--- src/rtl/non_max_suppress.sv ---
// Streaming 3x3 non-maximum suppression for a Canny edge pipeline.
// Keeps the two previous columns; the incoming column closes the window.
module non_max_suppress #(
    parameter int WIDTH = 5
) (
    input  logic             clk_p_i,
    input  logic             reset_p_i,
    input  logic [1:0]       angle_i,
    input  logic [WIDTH-1:0] pixel_in0_i,
    input  logic [WIDTH-1:0] pixel_in1_i,
    input  logic [WIDTH-1:0] pixel_in2_i,
    input  logic             enable_i,
    output logic [WIDTH-1:0] pixel_out_o,
    output logic             readable_o
);

    logic [WIDTH-1:0] col_a_top_r;
    logic [WIDTH-1:0] col_a_mid_r;
    logic [WIDTH-1:0] col_a_bot_r;
    logic [WIDTH-1:0] col_b_top_r;
    logic [WIDTH-1:0] col_b_mid_r;
    logic [WIDTH-1:0] col_b_bot_r;
    logic [1:0]       angle_r;
    logic [1:0]       fill_r;

    logic [WIDTH-1:0] nbr_1_s;
    logic [WIDTH-1:0] nbr_2_s;
    logic [WIDTH-1:0] result_s;
    logic             window_full_s;

    assign window_full_s = (fill_r == 2'd2);

    // Column shift register, direction tracking and fill count
    always_ff @(posedge clk_p_i or negedge reset_p_i) begin
        if (!reset_p_i) begin
            col_a_top_r <= {WIDTH{1'b0}};
            col_a_mid_r <= {WIDTH{1'b0}};
            col_a_bot_r <= {WIDTH{1'b0}};
            col_b_top_r <= {WIDTH{1'b0}};
            col_b_mid_r <= {WIDTH{1'b0}};
            col_b_bot_r <= {WIDTH{1'b0}};
            angle_r     <= 2'd0;
            fill_r      <= 2'd0;
        end else begin
            col_a_top_r <= col_b_top_r;
            col_a_mid_r <= col_b_mid_r;
            col_a_bot_r <= col_b_bot_r;
            col_b_top_r <= pixel_in0_i;
            col_b_mid_r <= pixel_in1_i;
            col_b_bot_r <= pixel_in2_i;
            angle_r     <= angle_i;
            if (window_full_s) begin
                fill_r <= fill_r;
            end else begin
                fill_r <= fill_r + 2'd1;
            end
        end
    end

    // Pick the two neighbours lying along the gradient direction of the centre
    always_comb begin
        nbr_1_s = {WIDTH{1'b0}};
        nbr_2_s = {WIDTH{1'b0}};
        case (angle_r)
            2'd0: begin
                nbr_1_s = col_a_mid_r;
                nbr_2_s = pixel_in1_i;
            end
            2'd1: begin
                nbr_1_s = col_a_bot_r;
                nbr_2_s = pixel_in0_i;
            end
            2'd2: begin
                nbr_1_s = col_b_top_r;
                nbr_2_s = col_b_bot_r;
            end
            2'd3: begin
                nbr_1_s = col_a_top_r;
                nbr_2_s = pixel_in2_i;
            end
            default: begin
                nbr_1_s = {WIDTH{1'b0}};
                nbr_2_s = {WIDTH{1'b0}};
            end
        endcase
    end

    // Ties keep the centre so plateaus along the edge are not thinned away
    always_comb begin
        result_s = {WIDTH{1'b0}};
        if ((col_b_mid_r >= nbr_1_s) && (col_b_mid_r >= nbr_2_s)) begin
            result_s = col_b_mid_r;
        end else begin
            result_s = {WIDTH{1'b0}};
        end
    end

    // Registered outputs
    always_ff @(posedge clk_p_i or negedge reset_p_i) begin
        if (!reset_p_i) begin
            pixel_out_o <= {WIDTH{1'b0}};
            readable_o  <= 1'b0;
        end else begin
            pixel_out_o <= result_s;
            readable_o  <= enable_i & window_full_s;
        end
    end

endmodule

--- config.mk ---
export PLATFORM = sky130hd
export DESIGN_NAME = non_max_suppress
export DESIGN_NICKNAME = d
export VERILOG_FILES = /design/src/rtl/non_max_suppress.sv
export SDC_FILE = /design/constraint.sdc
export NUM_CORES = 1
export LEC_CHECK = 0
export CORE_MARGIN = 2
export CORE_UTILIZATION = 46
export DETAILED_ROUTE_END_ITERATION = 12
export GPL_ROUTABILITY_DRIVEN = 1
export PLACE_DENSITY = 0.78
export SETUP_SLACK_MARGIN = 0.15
export SYNTH_ARGS = -nofsm -noshare
export SYNTH_HDL_FRONTEND = slang
export SYNTH_SLANG_ARGS = --single-unit
--- constraint.sdc ---
create_clock -name clk_p_i -period 1.85 [get_ports clk_p_i]
set_input_delay 0.37 -clock clk_p_i [delete_from_list [all_inputs] [get_ports clk_p_i]]
set_output_delay 0.37 -clock clk_p_i [all_outputs]
set_load 0.01 [all_outputs]
# Word level (Yosys, flattened, before mapping)
# Index checks and enable logic that the tools add are counted.
dict set report totals {
  regBits 40
  ram_bits 0
  elab_cells 23
  romBits 0
  n_memories 0
  latch_bits 0
  output_inout_bits 6
  input_bits 20
}
dict set report classes {
  eq_ne 4
  n_reduce_logical 2
  n_lt_le_gt_ge 2
  n_shift 0
  n_mul 0
  n_mux 3
  add_sub_neg 1
  n_bitwise 1
  div 0
}
# operator n
set ops {}
lappend ops {{one-hot mux 5 bit (4 select lines)} 2}
lappend ops {{greater-or-equal comparator 5 bit} 2}
lappend ops {{== test 2 bit, second input constant} 3}
lappend ops {{2-to-1 mux 5 bit} 1}
lappend ops {{adder 2 x 1 -> 2 bit, second input constant} 1}
lappend ops {{== test 2 x 1 -> 1 bit, second input constant} 1}
lappend ops {{zero test 2 bit} 1}
lappend ops {{AND 1 bit} 1}
lappend ops {{logical AND 1 bit} 1}

# Longest topological paths before layout
dict set report depth {
  depth_word 5
  ltp_mapped 8
  ltp_nobuf 7
}

# Worst setup path before layout
# Ideal clock, no wire load.
dict set report synth_timing {
  path_kind {flip-flop to flip-flop}
  from {register angle_r[1]}
  to {register pixel_out_o[1]}
  path_slack_ps -116
  period_less_slack_ps 1966
  path_stages_with_launch 9
  t_required_ps 1713
  n_path_buf 1
  arrival_ps 1829
  setup_time_ps 137
  path_cell_list {dfrtp_1 -> buf_6 -> mux4_2 -> inv_1 -> ha_1 -> a21oi_1 -> o21ai_0 -> a31oi_1 -> nor3b_1}
}
dict set report synth_between {
  elab_chain_len 5
  word_cells_on_any_way 10
  cone_classes {2 x order compare; 3 x eq/ne; 3 x mux; 2 x reduce/logical}
}
# item line
set synth_rtl {}
lappend synth_rtl {{start, declared} 23} ;# logic [1:0] angle_r;
lappend synth_rtl {{start signal, assigned} 51} ;# angle_r <= angle_i;
lappend synth_rtl {{== test 2 bit, or another cell as far along} 64} ;# case (angle_r)
lappend synth_rtl {{one-hot mux 5 bit (4 select lines)} 64}
lappend synth_rtl {{greater-or-equal comparator 5 bit} 91} ;# if ((col_b_mid_r >= nbr_1_s) && (col_b_mid_r >= nbr_2_s)) begin
lappend synth_rtl {{logical AND 1 bit *} 91}
lappend synth_rtl {{2-to-1 mux 5 bit *} 91}
lappend synth_rtl {{via result_s[1]} 28} ;# logic [WIDTH-1:0] result_s;
lappend synth_rtl {{end signal, assigned} 101} ;# pixel_out_o <= {WIDTH{1'b0}};
lappend synth_rtl {{end signal, assigned} 104} ;# pixel_out_o <= result_s;
lappend synth_rtl {{end, declared} 13} ;# output logic [WIDTH-1:0] pixel_out_o,
# Mark *: on every way through the listed nets, which the timed path passes. The rest lies on a longest branch.
# A chain may end at the register's enable or synchronous reset.

# Worst setup path after layout
# Same ends and word-level chain as after synthesis.

==> results.md <==
* Status: complete, but fails checks
* Failing checks: setup timing
* Final period util at 1.117
* Syn Area/Cell at 16.49 sq um
* ANT nets after route at 0
* CTS sink cnt at 40
* Initial DRC count at 5
* I/O Pins at 26
* Worst R2R End: pixel_out_o[1]$_DFF_PN0_
* Layout cells sized above 1 at 0.3485
* IO Port Bufs at 25
* Fin area at about 0.0021 sq mm
* Yosys warns at 0
* # DRC at 0
* FF+latch count, synth at 40
* Clock Skew at roughly 0.0050 ns
* Register cell area after layout at about 0.0010 sq mm
* Net Count, Synth at roughly 130
* Wire per inst at roughly 14 microns
* Seq/Total Area, Yosys at 0.6457
* Row count at 21
* Top cell type's share of synthesized area at 0.6457
* CTS tree: built
* Max FO, Critical Path at 6
* FILL cells at 235
* CTS Buf Count at 5
* Core ar. at 0.003284 sq mm
* Starting density of the core at 0.4720
* Req. time, crit path at between 2 and 2.5 ns
* Drt total wl at around 2500 microns
* Power per cell area at 864.5 mW/mm^2
* Global-route wire length before repair at 4312 microns
* Int Pwr at around 1.4 mW
* Switching share of power at 0.2462
* Die Span Y at a little over 60 microns
* Die W at slightly above 60 microns
* Hold crit path type: primary input to async pin
* Most common library cell in the layout ignoring fill and taps: dfrtp_1
* Hpwl dp at about 1700 microns
* H-tree depth reported by CTS at 2
* Final Total Pwr at ~1.8 mW
* Root buffer cell: clkbuf_4
* Vias at 872
* Die ar. at a little under 0.004 sq mm
* Reg2Reg Depth at 8
* DRT Pass-1 Iters at 2
* Slew @ Worst Pin at 0.8356 ns
* Crit end category: flip-flop
* Slew Limit Fails at 0
* Netlist cell types at 15
* Most frequent cells in the layout: 40 x dfrtp_1, 24 x clkdlybuf4s50_1, 10 x mux4_2
* Slew HR at 0.4429
* Skew-Pair Late Insertion Delay at between 0.3 and 0.4 ns
* Core Util, Final at 0.6457
* Area leader, netlist: dfrtp_1
* Net Sw Power at between 400 and 500 uW
* Drt via density at a little under 5
* Max Root-Sink Buffers at 2
* Layout Nets at between 150 and 200
* Clock share of power at 0.318
* Area of the multi-input gates at 626.9 sq um
* Post-place instance area at approximately 0.0019 sq mm
* Seq pwr share at 0.513
* R2r startpoint: angle_r[1]$_DFF_PN0_
* Startpoint types: flip-flop
* Antenna cell count at 0
* Reg-to-reg slack, setup at -0.22 ns
* Largest net degree at the start of global routing at 41
* Gr ovfl total at 0
* GRT Total Usage at 0.1639
* Fin crit period at between 2 and 2.5 ns
* GPL Wtd Cong at 0.7015
* Fmax at 484.1 MHz
* Synthesized instance count at 94
* Worst VDD drop at slightly below 500 uV
* P_leak at around 0.91 nW
* Ranking of synthesized cells by area: dfrtp_1 65%, mux4_2 15%, ha_1 8.9%
* Final WS setup at -0.2157 ns
* CP Class: flip-flop to flip-flop
* CTS Hold Bufs at 0
* Vias in the first global route at 927
* Antenna violations before repair at 0
* Comb power frac at 0.168
* Hold Violations, Final at 0
* P&R area growth vs syn at 36.80%
* WP data arrival at ~2.3 ns
* RSZ-0062 raised after global routing: yes
* Max-Cap Viols at 0
* Clk slew on worst S/H paths at 0.12 ns
* Final Setup Violations at 5
* Hold slack at 0.1061 ns
* Mapped Area at 0.001550 sq mm
metal layers:
metal	track usage	share of wire
met5	0	0
met4	0.06383	0.015
met3	0.06211	0.049
met2	0.2485	0.49
met1	0.2154	0.45
power groups by stage:
stage | combinational, mW | clock [mW] | sequential [mW]
final | 0.309 | 0.583 | 0.941
after global routing | 0.342 | 0.641 | 0.948
after CTS | 0.304 | 0.600 | 0.943
after detailed placement | 0.243 | 0 | 0.958
after global placement | 0.237 | 0 | 0.955
after floorplan | 0.125 | 0 | 0.957
registers in the layout, indices dropped and copies added (netlist names):
signal,count
col_a_bot_r,5
col_a_mid_r,5
col_a_top_r,5
col_b_bot_r,5
col_b_mid_r,5
col_b_top_r,5
pixel_out_o,5
angle_r,2
fill_r,2
readable_o,1
timing repair:
item | CTS | global route
gates resized for setup | 20 | 1
pin swaps | 7 | 6
setup buffers | 1 | 1
endpoints found under the setup margin | 5 | 5
how the worst max path moves through the flow:
stage | startpoint | to | slack (ns)
floorplan | angle_r[1]$_DFF_PN0_ | pixel_out_o[0]$_DFF_PN0_ | 0.0007
global placement | pixel_in2_i[0] | pixel_out_o[0]$_DFF_PN0_ | -0.35
detailed placement | pixel_in2_i[0] | pixel_out_o[1]$_DFF_PN0_ | -0.40
CTS | angle_r[1]$_DFF_PN0_ | pixel_out_o[1]$_DFF_PN0_ | -0.19
global route | angle_r[1]$_DFF_PN0_ | pixel_out_o[1]$_DFF_PN0_ | -0.33
finish | angle_r[1]$_DFF_PN0_ | pixel_out_o[1]$_DFF_PN0_ | -0.22
layout make-up:
cell class                 instances  share of cell area
timing repair buffer              32              0.1481
inverter                          10             0.01770
tap                               46             0.02714
sequential                        40              0.4720
clock buffer                       5             0.01770
multi-input combinational         42              0.2956
clock inverter                     3             0.02183
kinds of logic (layout without fill, tap and decap cells):
kind of cell	Yosys count	after routing	share of synthesized area
AND/OR/NAND/NOR	11	11	0.04197
flip-flops	40	40	0.6457
AO/OA/AOI/OAI	9	9	0.03389
adder cells (fa/ha/maj)	11	11	0.08878
buffers and inverters	12	50	0.03874
XOR/XNOR	1	1	0.005651
multiplexers	10	10	0.1453
critical path: stages (launching register included):
cell and delay, ns:
dfrtp_1 0.44, buf_12 0.14, mux4_2 0.50, inv_2 0.08, ha_4 0.19, a21oi_2 0.13
o21ai_2 0.09, a31oi_4 0.29, nor3b_2 0.09
synth_stat cells:
library cell  count
a21o_1            2
xnor2_1           1
dfrtp_1          40
nor2b_1           2
inv_1            10
mux4_2           10
nand2_1           3
a31oi_1           2
buf_6             2
and2_1            1
o21ai_0           3
nor3b_1           4
a21oi_1           2
ha_1             11
nor3_1            1
metrics by stage:
step	setup TNS, ns	worst slack [ns]	instances
after detailed placement	-1.902	-0.4004	168
after CTS	-0.9133	-0.1876	177
final	-0.9853	-0.2157	178
after global routing	-1.563	-0.3290	178
after global placement	-1.721	-0.3505	168
after floorplan	0	0.0007183	94
Note: power is estimated with default switching activity, not from simulation.
